==> config.mk <==
export PLATFORM = sky130hd
export DESIGN_NAME = spi_command_framer
export DESIGN_NICKNAME = d
export VERILOG_FILES = /design/src/rtl/spi_command_framer.sv
export SDC_FILE = /design/constraint.sdc
export NUM_CORES = 1
export LEC_CHECK = 0
export CAP_MARGIN = 10
export CELL_PAD_IN_SITES_DETAIL_PLACEMENT = 0
export CELL_PAD_IN_SITES_GLOBAL_PLACEMENT = 2
export CORE_AREA = 2 2 95 134
export CTS_CLUSTER_DIAMETER = 200
export DETAILED_ROUTE_END_ITERATION = 10
export DIE_AREA = 0 0 97 136
export MAX_ROUTING_LAYER = met4
export PLACE_DENSITY = 0.83
export SLEW_MARGIN = 5
export SYNTH_ARGS = -nofsm -noshare
export SYNTH_HDL_FRONTEND = slang
export SYNTH_SLANG_ARGS = --single-unit
==> constraint.sdc <==
create_clock -name clock -period 10.75 [get_ports clock]
set_input_delay 2.15 -clock clock [delete_from_list [all_inputs] [get_ports clock]]
set_output_delay 2.15 -clock clock [all_outputs]
set_load 0.05 [all_outputs]
==> src/rtl/spi_command_framer.sv <==
// SPI byte-stream command framer: resynchronises the shifter strobe and
// assembles 6-byte SD-style command frames with a CRC7 verdict.
module spi_command_framer #(
  parameter int SYNC_STAGES = 2,
  parameter bit CHECK_CRC   = 1'b1
) (
  input  logic        clock,
  input  logic        reset,
  input  logic [7:0]  io_InputBuffer,
  input  logic        io_BufferChanged,
  input  logic        io_ChipSelect,
  input  logic        io_Cmd_ready,
  output logic        io_Cmd_valid,
  output logic [5:0]  io_Cmd_index,
  output logic [31:0] io_Cmd_arg,
  output logic        io_Cmd_crcOk,
  output logic        io_Overrun,
  output logic [7:0]  io_FrameCount
);

  typedef enum logic [1:0] {
    IDLE,
    ARG,
    CRC,
    HOLD
  } state_t;

  state_t                 state;
  logic [SYNC_STAGES-1:0] chg_sync;
  logic [SYNC_STAGES-1:0] cs_sync;
  logic                   chg_prev;
  logic                   byte_evt;
  logic                   evt_q;
  logic [7:0]             byte_q;
  logic                   cs;
  logic [1:0]             cnt;
  logic [6:0]             crc;
  logic [5:0]             idx;
  logic [31:0]            arg;
  logic [6:0]             crc_start;
  logic [6:0]             crc_next;
  logic                   crc_good;

  // x^7 + x^3 + 1, MSB first, eight bit steps unrolled per byte
  function automatic logic [6:0] crc7_step(
    input logic [6:0] c,
    input logic [7:0] d
  );
    logic [6:0] r;
    logic       fb;
    r = c;
    for (int i = 7; i >= 0; i--) begin
      fb = r[6] ^ d[i];
      r  = {r[5:0], 1'b0};
      if (fb) r = r ^ 7'h09;
    end
    return r;
  endfunction

  assign byte_evt  = chg_sync[SYNC_STAGES-1] & ~chg_prev;
  assign cs        = cs_sync[SYNC_STAGES-1];
  assign crc_start = crc7_step(7'd0, byte_q);
  assign crc_next  = crc7_step(crc, byte_q);
  assign crc_good  = CHECK_CRC ? ((byte_q[7:1] == crc) & byte_q[0])
                               : byte_q[0];

  always_ff @(posedge clock or posedge reset) begin
    if (reset) begin
      chg_sync <= '0;
      cs_sync  <= '0;
      chg_prev <= 1'b0;
      evt_q    <= 1'b0;
      byte_q   <= 8'd0;
    end else begin
      chg_sync <= {chg_sync[SYNC_STAGES-2:0], io_BufferChanged};
      cs_sync  <= {cs_sync[SYNC_STAGES-2:0], io_ChipSelect};
      chg_prev <= chg_sync[SYNC_STAGES-1];
      evt_q    <= byte_evt;
      if (byte_evt) byte_q <= io_InputBuffer;
    end
  end

  always_ff @(posedge clock or posedge reset) begin
    if (reset) begin
      state         <= IDLE;
      cnt           <= 2'd0;
      crc           <= 7'd0;
      idx           <= 6'd0;
      arg           <= 32'd0;
      io_Cmd_valid  <= 1'b0;
      io_Cmd_index  <= 6'd0;
      io_Cmd_arg    <= 32'd0;
      io_Cmd_crcOk  <= 1'b0;
      io_Overrun    <= 1'b0;
      io_FrameCount <= 8'd0;
    end else begin
      io_Overrun <= 1'b0;
      case (state)
        IDLE: begin
          if (evt_q && byte_q[7:6] == 2'b01) begin
            idx   <= byte_q[5:0];
            crc   <= crc_start;
            cnt   <= 2'd0;
            state <= ARG;
          end
        end
        ARG: begin
          if (cs) begin
            state <= IDLE;
          end else if (evt_q) begin
            arg <= {arg[23:0], byte_q};
            crc <= crc_next;
            cnt <= cnt + 2'd1;
            if (cnt == 2'd3) state <= CRC;
          end
        end
        CRC: begin
          if (cs) begin
            state <= IDLE;
          end else if (evt_q) begin
            io_Cmd_index  <= idx;
            io_Cmd_arg    <= arg;
            io_Cmd_crcOk  <= crc_good;
            io_Cmd_valid  <= 1'b1;
            io_FrameCount <= io_FrameCount + 8'd1;
            state         <= HOLD;
          end
        end
        HOLD: begin
          // a held frame is never overwritten; late bytes are flagged
          if (evt_q) io_Overrun <= 1'b1;
          if (io_Cmd_valid && io_Cmd_ready) begin
            io_Cmd_valid <= 1'b0;
            state        <= IDLE;
          end
        end
        default: state <= IDLE;
      endcase
    end
  end

endmodule

-- After elaboration in Yosys (flattened, before gate mapping)
Cells that the tools add are included.
- bits of input ports: 13
- word-level logic and storage cells: 116
- output and inout bits: 49
- bits in registers: 112
- $add $sub $neg: 2
- eq/ne operators: 15
- mux-type cells: 38
- bitwise gates (word level): 34
- reductions and logical operators: 11
- operators with widths (cell ; count):
    2-to-1 mux 4 bit ; 16
    NOT 2 bit ; 15
    2-to-1 mux 7 bit ; 3
    2-to-1 mux 2 bit ; 10
    case mux 7 bit (2 select lines) ; 1
    inequality test 2 bit, second input constant ; 6
    bitwise XOR 1 bit ; 12
    inequality test 3 bit, second input constant ; 3
    adder 8 x 1 -> 8 bit, second input constant ; 1
    case mux 2 bit (4 select lines) ; 1
    AND reduction 4 bit ; 2
    == test 7 bit ; 1
    == test 2 bit, second input constant ; 3
    AND reduction 3 bit ; 2
    2-to-1 mux 1 bit ; 5
    AND reduction 5 bit ; 1
    == test 2 x 1 -> 1 bit, second input constant ; 2
    case mux 2 bit (2 select lines) ; 1
    nonzero test 2 bit ; 2
    bitwise XOR 1 bit, first input constant ; 3
    adder 2 x 1 -> 2 bit, second input constant ; 1
    AND 1 bit ; 2
    logical AND 1 bit ; 2
    logical NOT 2 bit ; 1
    3 further kinds ; 4

-- Logic depth before layout (Yosys ltp)
- depth in word-level cells: 19
- mapped depth: 7
- depth with buffers taken out: 5

-- Least setup slack after synthesis
OpenSTA, ideal clock, no wires.
- kind: register to output
- start point: register io_FrameCount[3]
- end point: output io_FrameCount[3]
- data arrival time: 0.656 ns
- path buffers: 0
- cell stages (with the launch flop): 1
- setup slack: 7.944 ns
- cells stage by stage: dfrtp_1
- RTL lines (what ; line ; text):
    start: declaration ; 18 ; output logic [7:0] io_FrameCount
    start signal: assignment ; 125 ; io_FrameCount <= io_FrameCount + 8'd1;
No word-level cell between the ends.

-- Final worst setup path
- start point: register io_FrameCount[3]
- end point: output io_FrameCount[3]
No word-level cell between the ends.

==> run metrics <==
Post-synth ARST share=100%; Post-CTS Setup Bufs=0; status=finished clean; crit path cell chain=clkdlybuf4s50_1; initial core utilization=39.8%; synth top area cells=dfrtp_1 58%, mux2_2 20%, xnor2_1 3.6%, xor2_1 1.6%, buf_2 1.3%; synthesized area=4800 µm²; worst IR drop on VDD=0.0957 mV; routed vias/inst=5.08; CP max stage cell=clkdlybuf4s50_1; initial antenna violation count=0; Ant. Diodes=0; PD cells=186 nW/µm²; sw frac=28.3%; Port Buffers=61; Comb power frac=17.4%; Post-synth EDFFs=0; critical path capture point type=primary output; Least-Margin Pin Slew=0.992 ns; GR Overflow Total=0; H-tree depth=3; Slew Viols, Final=0; CTS tree=built; core area=12100 µm²; Flop pwr share=49.4%; top achievable clock speed=265 MHz; Fin Setup TNS=0 ns; RSZ-0062 raised after global routing=no; Unique masters post-synth=39; Chip Height=136 µm; clk slew on worst S/H paths=0.07 ns; final worst-path cycle share=35.1%; CTS resizes=0; largest net degree at the start of global routing=80; wire per inst=16.2 µm; clk sinks=112; first-pass GRT wire length=14.9 mm; Post-Place Cells=529; endpoints failing hold=0; syn nets=358; Synth Warn #=0; Worst Path Max Fanout=5; startpoint types=flop; drt drc=0; sw power=0.000307 W; Routed Antenna Nets=0; synth-to-layout area growth=21.5%; non-filler instance count after layout=545; worst hold start=chg_sync[0]$_DFF_PP0_; worst hold path class=flop to flop; Site Rows=48; Worst Path Class, Setup=flop to primary output; max-cap violation count=0; clk root buf=clkbuf_16; Num CTS Buffers=9; top_reg_cell synth=dfrtp_1; clock latency on the worst-skew pair=0.35 ns; Worst Setup SP=io_FrameCount[3]$_DFFE_PP0P_; deepest clock path buffer count=2; die area=13200 µm²; Gate Count Post-Synth=343; syn avg cell area=14.0 µm²; clk_skew=0.00770 ns; max_slew headroom=33.8%; Max stage delay on crit path=0.84 ns; Final Setup Violations=0; Via Count=2768; Yosys reg bits=112; share of cells above drive strength 1=28.1%; Crit path max-delay family=buffers and inverters; Buf/Inv on CP=1; Static Leakage=2.64 nW; Clock power frac=33.2%; Final Critical Period=3.77 ns; WL final=8.83 mm; vias in the first global route=2851; hold buffer count at cts=0; Worst Path Required=8.60 ns; drt pass-1 iters=4; sequential share of the synthesized area=58.3%; I/O Pins=62; gr usage total=14.6%; P_int=0.000781 W; Critical R2R Launch=state[1]$_DFFE_PP0P_; fin nets=405; Arrival @ worst endpoint=1.62 ns; post-synth top area share=58.3%; DIE WIDTH=97 µm; DR iter-0 viols=60; Core Util, Final=48.4%; HPWL Detailed=6.04 mm; Final GP Congestion=0.775; leading area contributor after synthesis=dfrtp_1
==> final timing paths <==
check | to | slack [ns] | cells after the start
setup / recovery | io_FrameCount[3] | 6.98 | 1
hold / removal | chg_sync[1]$_DFF_PP0_ | 0.35 | 0
setup reg to reg | io_FrameCount[7]$_DFFE_PP0P_ | 8.21 | 5
hold reg to reg | chg_sync[1]$_DFF_PP0_ | 0.35 | 0
max in group asynchronous | io_Cmd_arg[16]$_DFFE_PP0P_ | 7.25 | 3
min in group asynchronous | io_Cmd_arg[22]$_DFFE_PP0P_ | 2.16 | 2
==> stage by stage <==
stage | worst slack, ns | hold WS, ns | total power, W | area (µm²)
3_5_place_dp | 6.79 | 0.336 | 0.000738 | 5510
3_3_place_gp | 6.83 | 0.339 | 0.000729 | 5510
2_1_floorplan | 5.64 | 0.331 | 0.000688 | 4800
5_1_grt | 6.92 | 0.373 | 0.00115 | 5840
4_1_cts | 6.95 | 0.353 | 0.00110 | 5840
6_report | 6.98 | 0.350 | 0.00109 | 5840
==> placed cells by master (no fill, tap or decap), types with 2 or more instances in the layout <==
cell type,Yosys,layout
a2111o_1,2,2
a211oi_1,3,3
a21o_1,5,5
a21oi_1,5,5
a221oi_2,2,2
and3_1,4,4
buf_4,1,3
bufinv_16,0,2
clkbuf_16,0,9
clkdlybuf4s50_1,0,61
dfrtp_1,112,112
ha_1,2,2
mux2_2,86,86
nand2_1,13,13
nand2b_1,5,5
nand3_1,3,3
nand4_1,5,5
nor2_1,6,6
nor2b_1,3,3
nor3b_1,3,3
nor4bb_4,0,2
o211ai_1,3,3
o21ai_0,6,6
xnor2_1,20,20
xnor3_1,2,2
xor2_1,9,9
xor3_1,2,2
==> final cells by class <==
type | count | area [µm²]
clock buffers | 9 | 225
clock inverters | 7 | 101
fillers | 1069 | 6230
inverters | 2 | 10.0
multi-input cells | 201 | 1880
flip-flops and latches | 112 | 2800
well taps | 150 | 188
repair buffers | 64 | 633
==> power groups by stage <==
| stage | clock network [W] | logic, W | registers [W] |
|---|---|---|---|
| 2_1_floorplan | 0 | 0.000169 | 0.000520 |
| 3_3_place_gp | 0 | 0.000185 | 0.000544 |
| 3_5_place_dp | 0 | 0.000191 | 0.000547 |
| 4_1_cts | 0.000372 | 0.000192 | 0.000538 |
| 5_1_grt | 0.000388 | 0.000212 | 0.000547 |
| 6_report | 0.000361 | 0.000190 | 0.000538 |
==> flip-flops by register name, indices dropped and copies added (netlist names), 2 cells and up <==
signal         flops
arg               32
io_Cmd_arg        32
byte_q             8
io_FrameCount      8
crc                7
idx                6
io_Cmd_index       6
chg_sync           2
cnt                2
cs_sync            2
state              2
==> synthesized netlist by cell type (all sizes together), types with 2 or more instances <==
cell type and count:
nand2b 5, nor2b 3, xnor3 2, xor3 2, dfrtp 112, ha 2
a21o 5, o211ai 3, nor2 6, and3 4, nand4 5, xnor2 20
nor3b 3, nor4bb 2, o21ai 6, inv 2, xor2 9, nand2 13
a2111o 2, a211oi 3, buf 18, or2 2, a21oi 5, nand3 3
clkbuf 10, a221oi 2, mux2 86
==> layer usage <==
layer  GRT usage (%)  wire length [µm]
met3            3.39               274
met2            24.0              4550
met5               -                 0
met1            17.7              3840
met4            5.09               155
==> logic make-up after synthesis <==
logic type | count (synthesis) | share of synthesized area [%]
muxes | 86 | 20.2
DFF | 112 | 58.3
buffers and inverters | 30 | 3.20
xor gates and xnor gates | 33 | 7.21
AOI/OAI and AO/OA | 32 | 5.08
and+or+nand+nor | 48 | 5.49
adders and majority gates | 2 | 0.521
No activity file was read; power rests on OpenSTA's default activity.
